## src/rtl/alu_cmd_sequencer.sv

```systemverilog
// Command-side driver for the 4-bit ALU accumulator: buffers commands in a FIFO and issues
// them one at a time. Each result is captured after a fixed latency and returned on a response port.
module alu_cmd_sequencer #(
  parameter int WIDTH      = 4,
  parameter int MODE_W     = 4,
  parameter int ALU_LAT    = 1,
  parameter int FIFO_DEPTH = 4
) (
  input  logic              Clk,
  input  logic              Reset,
  input  logic              cmd_valid,
  output logic              cmd_ready,
  input  logic [WIDTH-1:0]  cmd_a,
  input  logic [WIDTH-1:0]  cmd_b,
  input  logic [MODE_W-1:0] cmd_m,
  input  logic              cmd_cin,
  output logic [WIDTH-1:0]  alu_a,
  output logic [WIDTH-1:0]  alu_b,
  output logic [MODE_W-1:0] alu_m,
  output logic              alu_cin,
  output logic              alu_nReset,
  input  logic [WIDTH-1:0]  alu_r,
  input  logic              alu_of,
  output logic              rsp_valid,
  input  logic              rsp_ready,
  output logic [WIDTH-1:0]  rsp_r,
  output logic              rsp_of,
  output logic [MODE_W-1:0] rsp_m,
  output logic [7:0]        op_count,
  output logic [7:0]        of_count
);

  localparam int AW = $clog2(FIFO_DEPTH);
  localparam int CW = $clog2(ALU_LAT + 1) + 1;
  localparam logic [AW:0]   DEPTH_V = (AW + 1)'(FIFO_DEPTH);
  localparam logic [AW:0]   FILL_1  = (AW + 1)'(1);
  localparam logic [AW-1:0] PTR_1   = AW'(1);
  localparam logic [CW-1:0] LAT_V   = CW'(ALU_LAT);
  localparam logic [CW-1:0] CNT_1   = CW'(1);

  typedef struct packed {
    logic [WIDTH-1:0]  a;
    logic [WIDTH-1:0]  b;
    logic [MODE_W-1:0] m;
    logic              cin;
  } cmd_t;

  typedef enum logic [1:0] {S_IDLE, S_WAIT, S_RESP} state_t;

  state_t        state, state_n;
  cmd_t          mem [FIFO_DEPTH];
  logic [AW-1:0] wr_ptr, rd_ptr;
  logic [AW:0]   fill;
  logic          full, empty, push, pop;
  logic [CW-1:0] wait_cnt;
  logic          lat_done, accept;

  assign full      = (fill == DEPTH_V);
  assign empty     = (fill == '0);
  assign cmd_ready = !full;
  assign push      = cmd_valid && cmd_ready;
  assign lat_done  = (wait_cnt == LAT_V);
  assign accept    = rsp_valid && rsp_ready;

  // NOTE: storage array has no reset; validity is tracked by fill, so clearing it buys nothing.
  always_ff @(posedge Clk) begin
    if (push) mem[wr_ptr] <= '{a: cmd_a, b: cmd_b, m: cmd_m, cin: cmd_cin};
  end

  // NOTE: all state uses non-blocking assignments so every register samples pre-edge values.
  always_ff @(posedge Clk) begin
    if (Reset) begin
      wr_ptr <= '0;
      rd_ptr <= '0;
      fill   <= '0;
    end else begin
      if (push) wr_ptr <= wr_ptr + PTR_1;
      if (pop)  rd_ptr <= rd_ptr + PTR_1;
      unique case ({push, pop})
        2'b10:   fill <= fill + FILL_1;
        2'b01:   fill <= fill - FILL_1;
        default: fill <= fill;
      endcase
    end
  end

  always_ff @(posedge Clk) begin
    if (Reset) state <= S_IDLE;
    else       state <= state_n;
  end

  // NOTE: defaults first so no path leaves state_n/pop unassigned, which would infer a latch.
  always_comb begin
    state_n = state;
    pop     = 1'b0;
    unique case (state)
      S_IDLE: if (!empty) begin
        pop     = 1'b1;
        state_n = S_WAIT;
      end
      S_WAIT:  if (lat_done) state_n = S_RESP;
      S_RESP:  if (accept) state_n = S_IDLE;
      default: state_n = S_IDLE;
    endcase
  end

  // Reset to the accumulator is released one cycle after our own reset goes away.
  always_ff @(posedge Clk) begin
    if (Reset) alu_nReset <= 1'b0;
    else       alu_nReset <= 1'b1;
  end

  always_ff @(posedge Clk) begin
    if (Reset) begin
      alu_a     <= '0;
      alu_b     <= '0;
      alu_m     <= '0;
      alu_cin   <= 1'b0;
      wait_cnt  <= '0;
      rsp_valid <= 1'b0;
      rsp_r     <= '0;
      rsp_of    <= 1'b0;
      rsp_m     <= '0;
      op_count  <= '0;
      of_count  <= '0;
    end else begin
      if (pop) begin
        alu_a    <= mem[rd_ptr].a;
        alu_b    <= mem[rd_ptr].b;
        alu_m    <= mem[rd_ptr].m;
        alu_cin  <= mem[rd_ptr].cin;
        wait_cnt <= '0;
      end
      if (state == S_WAIT) begin
        wait_cnt <= wait_cnt + CNT_1;
        if (lat_done) begin
          rsp_r     <= alu_r;
          rsp_of    <= alu_of;
          rsp_m     <= alu_m;
          rsp_valid <= 1'b1;
        end
      end
      if (state == S_RESP && accept) begin
        rsp_valid <= 1'b0;
        op_count  <= op_count + 8'd1;
        if (rsp_of && of_count != 8'hFF) of_count <= of_count + 8'd1;
      end
    end
  end

endmodule

```

## config.mk

```make
export PLATFORM = sky130hd
export DESIGN_NAME = alu_cmd_sequencer
export DESIGN_NICKNAME = d
export VERILOG_FILES = /design/src/rtl/alu_cmd_sequencer.sv
export SDC_FILE = /design/constraint.sdc
export NUM_CORES = 1
export LEC_CHECK = 0
export CAP_MARGIN = 40
export CORE_ASPECT_RATIO = 0.6
export CORE_MARGIN = 2
export CORE_UTILIZATION = 40
export CTS_CLUSTER_DIAMETER = 30
export DETAILED_ROUTE_END_ITERATION = 8
export SLEW_MARGIN = 0
export SYNTH_ARGS = -nofsm -noshare
export SYNTH_HDL_FRONTEND = slang
export SYNTH_SLANG_ARGS = --single-unit
```

## constraint.sdc

```tcl
create_clock -name Clk -period 3 [get_ports Clk]
set_clock_uncertainty 0.2 [all_clocks]
set_input_delay 0.6 -clock Clk [delete_from_list [all_inputs] [get_ports Clk]]
set_output_delay 0.6 -clock Clk [all_outputs]
set_load 0.02 [all_outputs]
```

# ---- After elaboration in Yosys (flattened, before gate mapping)
# Memories as Yosys holds them, arrays and structs flattened. A register that Yosys moved wholly into a read port is not among the register bits.
# Index checks and enable logic that the tools add are counted.
dict set report classes {
  add_sub_neg 7
  n_eq_ne 10
  mux 12
  reduce_logical 13
}
# cell count
set ops {}
lappend ops {{8-bit by 1-bit adder with 8-bit output (second input constant)} 2}
lappend ops {{2-bit 2-to-1 mux} 5}
lappend ops {{8-bit inequality test (second input constant)} 1}
lappend ops {{2-bit by 1-bit adder with 2-bit output (second input constant)} 3}
lappend ops {{2-bit by 1-bit equality test with 1-bit output (second input constant)} 3}
lappend ops {{2-bit inequality test (second input constant)} 3}
lappend ops {{2-bit case mux with 3 select lines} 1}
lappend ops {{3-bit case mux with 2 select lines} 1}
lappend ops {{1-bit 2-to-1 mux} 5}
lappend ops {{2-bit equality test (second input constant)} 2}
lappend ops {{1-bit logical AND} 4}
lappend ops {{2-bit AND reduction} 2}
lappend ops {{2-bit nonzero test} 2}
lappend ops {{3-bit by 1-bit adder with 3-bit output (second input constant)} 1}
lappend ops {{3-bit equality test (second input constant)} 1}
lappend ops {{3-bit logical NOT} 1}
lappend ops {{3-bit AND reduction} 1}
lappend ops {{3-bit by 1-bit subtractor with 3-bit output (second input constant)} 1}
lappend ops {{2-bit logical NOT} 1}
lappend ops {{2-bit OR reduction} 1}
lappend ops {{1-bit logical NOT} 1}
dict set report word_totals {
  reg_bits 38
  mem_bits_rw 52
  out_inout_bits 41
  mem_count 1
}
# name words word_bits rd rd_ports_with_merged_regs wr line
set memory_table {}
lappend memory_table {mem 4 13 1 1 1 51} ;# cmd_t mem [FIFO_DEPTH];

# ---- Logic depth before layout (Yosys ltp)
# Gate-level depths: netlist of the first run.
dict set report depth {
  ltp_word 5
  mapped_depth 10
}

# ---- Worst setup path before layout of the first run
# OpenSTA, ideal clock, no wires.
dict set report synth_path {
  kind {register to register}
  startpoint {register fill[0]}
  endpoint {register fill[2]}
  t_arrival_ps 2273
  required_time_ps 2730
  setup_slack_ps 457
  path_stages_with_launch 10
  path_buffers 0
  path_cell_list {dfxtp_1 or3b_1 and2_1 inv_2 ha_1 inv_1 fa_1 xor2_1 or3_1 a21oi_1}
}
dict set report synth_via {
  elab_chain_len 5
}
# item line
set synth_lines {}
lappend synth_lines {{start, declared} 53} ;# logic [AW:0] fill;
lappend synth_lines {{start signal, assigned} 80} ;# 2'b10: fill <= fill + FILL_1;
lappend synth_lines {{start signal, assigned} 81} ;# 2'b01: fill <= fill - FILL_1;
lappend synth_lines {{start signal, assigned} 82} ;# default: fill <= fill;
lappend synth_lines {{3-bit equality test *} 58} ;# assign full = (fill == DEPTH_V);
lappend synth_lines {{1-bit logical NOT *} 60} ;# assign cmd_ready = !full;
lappend synth_lines {{named net cmd_ready} 12} ;# output logic cmd_ready,
lappend synth_lines {{1-bit logical AND *} 61} ;# assign push = cmd_valid && cmd_ready;
lappend synth_lines {{2-bit by 1-bit equality test with 1-bit output / 2-bit equality test (equally long branches)} 79} ;# unique case ({push, pop})
lappend synth_lines {{3-bit case mux with 2 select lines / 2-bit nonzero test (equally long branches)} -}
# The timed path passes the listed nets; every way through them passes the cells marked *.
# A chain may end at the register's enable or synchronous reset.

# ---- Final worst setup path of the first run
dict set report layout_path {
  startpoint {register fill[0]}
  endpoint {register fill[2]}
}
dict set report layout_via {
  elab_chain_len 5
}
# item line
set layout_lines {}
lappend layout_lines {{3-bit logical NOT / 3-bit equality test (equally long branches)} {59, 58}}
lappend layout_lines {{1-bit 2-to-1 mux / 1-bit logical NOT (equally long branches)} {97, 60}}
lappend layout_lines {{1-bit 2-to-1 mux / 1-bit logical AND (equally long branches)} {96, 61}}
lappend layout_lines {{2-bit by 1-bit equality test with 1-bit output / 2-bit equality test (equally long branches)} 79}
lappend layout_lines {{3-bit case mux with 2 select lines / 2-bit nonzero test (equally long branches)} -}
# Several ways; a longest one is shown, not always the timed one.

==> impl_metrics.toml, run 1 <==
[run_status]
status = "complete, no violations"

[synth]
yosys_most_used_dff = "edfxtp_1"
synth.avg_cell_area_um2 = 12.7
synth_fa_ha_area_frac = 0.0301
synthMuxAreaShare = 0.0810
yosys.area_share.simple = 0.118
yosysTopAreaCell = "edfxtp_1"
ys_types = 36
synth_compound_area_frac = 0.0634
syn_inst = 313
synth-seq-cells = 103
synth_xor_xnor_area_share = 0.0330
synth_top_family_by_area = "simple AND/OR/NAND/NOR gates"
synth_edf_count = 52
ys_seq_area_frac = 0.648
synth_top_area_share = 0.392
synth.area.top_cells = "edfxtp_1, dfxtp_1, mux4_2"
synth_warnings = 0
synth-async-reset-ratio = 0
synthesis.nets = 344
synth_area_um2 = 3990

[setup_path]
crit_fanout = 6
r2r-start = "fill[0]$_SDFFE_PP0P_"
worst-r2r-setup-slack_ns = 0.40
r2r-end = "fill[2]$_SDFFE_PP0P_"
cpPeakStageDelay_ns = 0.47
path_buf_inv = 2
critPathTopFamily = "simple AND/OR/NAND/NOR gates"
crit_chain = "or3b_1 -> and2_1 -> inv_2 -> ha_1 -> inv_1 -> fa_1 -> xor2_1 -> or3_1 -> a21oi_1"
crit_type = "reg -> reg"
endpoint_kind = "flop"
critPathArrivalTime_ns = 2.67
worstRegToRegCells = 9
start_kind = "flop"
cp_slowest_cell = "or3b_1"
cp.required_ns = 3.08

[clock_tree]
cts.htree.levels = 3
postCtsHoldBufs = 0
clockBufferDepth = 2
cts_resized = 0
cts_root_buf = "clkbuf_16"
cts_tree = "built"
clk_latency_ns = 0.34
cts_num_sinks = 103
post_cts_buffers = 0
path_clk_slew_ns = 0.07
cts_buffers = 9

[grt]
grt_usage = 0.150
grt_pass1_vias = 2407
grt_first_pass_wirelength_um = 12200
antenna_found_initial = 0
grt_start_max_net_pins = 22
gr-total-overflow = 0

[floorplan]
io_pins = 63
die_w_um = 133
core-area_um2 = 9770
start_util = 0.408
dieArea_um2 = 10800
num_rows = 28
die_y_um = 81.3

[sta]
fin_crit_ns = 2.60
worst_pin_slew_ns = 0.675
fin_crit_sh = 0.865
hold_violations = 0
setup_ws_ns = 0.404
drv_slew = 0
max_freq_mhz = 385
relSlewSlack = 0.549
rsz0062_at_grt = "no"
setup_viol = 0
tns_ns = 0

[power]
peakVddDrop_mv = 0.419
power.leakage_uw = 0.00172
power_density_nw_per_um2 = 798

[routing]
routedWlPerCell_um = 14.5
routed_wirelength_um = 7530
ant_nets = 0
vias_per_cell = 4.88
via_count = 2544
drc = 0
drtIter0Drc = 200
dr.pass1.iters = 4

[placement]
hpwl_um = 5210
io_buffer_count = 62
dp_slack_ns = 0.182
placed_cell_area_um2 = 4780
place_congestion = 0.752

[finish]
nets = 412
antennaDiodeCount = 0
drive_above_1_share = 0.109
utilization = 0.516
area_growth_pct = 26.7
stdcell_area_um2 = 5050

[min_path]
min_path_type = "reg -> reg"
worstHoldStart = "alu_b[0]$_SDFFE_PP0P_"
whs_path_depth = 2
min_to = "alu_b[0]$_SDFFE_PP0P_"

[flow_run]
max-cap-violations = 0
[flip-flops by register name (all words and copies together), names as in the netlist, 2 cells and up]
name and count:
alu_a 4, state 2, op_count 8, rsp_m 4
fill 3, of_count 8, rsp_r 4, wait_cnt 2
alu_m 4, alu_b 4, mem 52, wr_ptr 2
rd_ptr 2
[cell usage after synthesis (all sizes together) (3+ instances only)]
library cell / n
and3: 6
nand4: 3
edfxtp: 52
ha: 8
o21ai: 4
nor2: 21
mux2i: 3
a21oi: 30
mux4: 13
nand3: 16
xor2: 12
buf: 5
inv: 11
xnor2: 3
or3: 5
clkbuf: 10
nand2: 43
dfxtp: 51
[placed cells by master (no fill, tap or decap), drive strengths merged, types with 2 or more instances in the layout]
cell and n:
inv 11, xnor2 3, clkbuf 10, nand4 3, or3 5, edfxtp 52
dfxtp 51, nor2 21, xor2 12, and2 2, mux2i 3, clkdlybuf4s50 61
a211oi 2, nand2 43, o21ai 4, a21oi 30, o2111ai 2, mux4 13
nand3 16, and3 6, clkinv 5, buf 11, ha 8
[cells by family (layout without fill, tap and decap cells)]
| kind of cell | after synthesis | after routing |
|---|---|---|
| AOI/OAI and AO/OA | 42 | 42 |
| DFF | 103 | 103 |
| xor gates and xnor gates | 15 | 15 |
| muxes | 16 | 16 |
| adders and majority gates | 9 | 9 |
| buffers and inverters | 26 | 99 |
| and+or+nand+nor | 102 | 102 |
[per-layer routing]
layer  GRT usage  share of wire
met2       0.224           0.43
met1       0.205           0.51
met4      0.0452         0.0066
met3      0.0562          0.054
met5           0              0
[stage by stage]
step	hold slack, ns	power [uW]	std cells
floorplan	0.261	2590	313
detailed placement	0.249	3030	505
global route	0.274	4270	521
global placement	0.243	2990	505
finish	0.253	4030	521
CTS	0.259	4080	521
[layout make-up]
type / instances / area (um^2)
multi-input combinational: 184 / 1300
clock inverter: 6 / 37.5
fill: 848 / 4730
timing repair buffer: 72 / 691
inverter: 11 / 41.3
tap: 135 / 169
clock buffer: 10 / 229
sequential: 103 / 2580
[worst min-delay path, cell delays in order (launching register included)]
cell and delay [ns]:
dfxtp_1 0.31, nand2_1 0.05, a21oi_1 0.05
[how the worst max path moves through the flow]
stage | from | to | slack (ns) | cells past startpoint
detailed placement | cmd_valid | fill[2]$_SDFFE_PP0P_ | 0.18 | 9
global route | fill[2]$_SDFFE_PP0P_ | fill[2]$_SDFFE_PP0P_ | 0.26 | 9
global placement | cmd_valid | fill[2]$_SDFFE_PP0P_ | 0.26 | 9
floorplan | fill[0]$_SDFFE_PP0P_ | fill[2]$_SDFFE_PP0P_ | 0.46 | 9
finish | fill[0]$_SDFFE_PP0P_ | fill[2]$_SDFFE_PP0P_ | 0.40 | 9
CTS | fill[0]$_SDFFE_PP0P_ | fill[2]$_SDFFE_PP0P_ | 0.41 | 9
[power by group]
part,switching (uW),internal [uW]
clock network,487,558
logic,646,509
registers,135,1690
(Power assumes the default switching activity.)
==> inputs of run 2 (changes only) <==
- CTS_CLUSTER_DIAMETER: 30 -> 80
- CTS_CLUSTER_SIZE: unset -> 30
==> results of run 2 <==
Same layout as run 1: the final DEF is identical, and so are final timing and power.
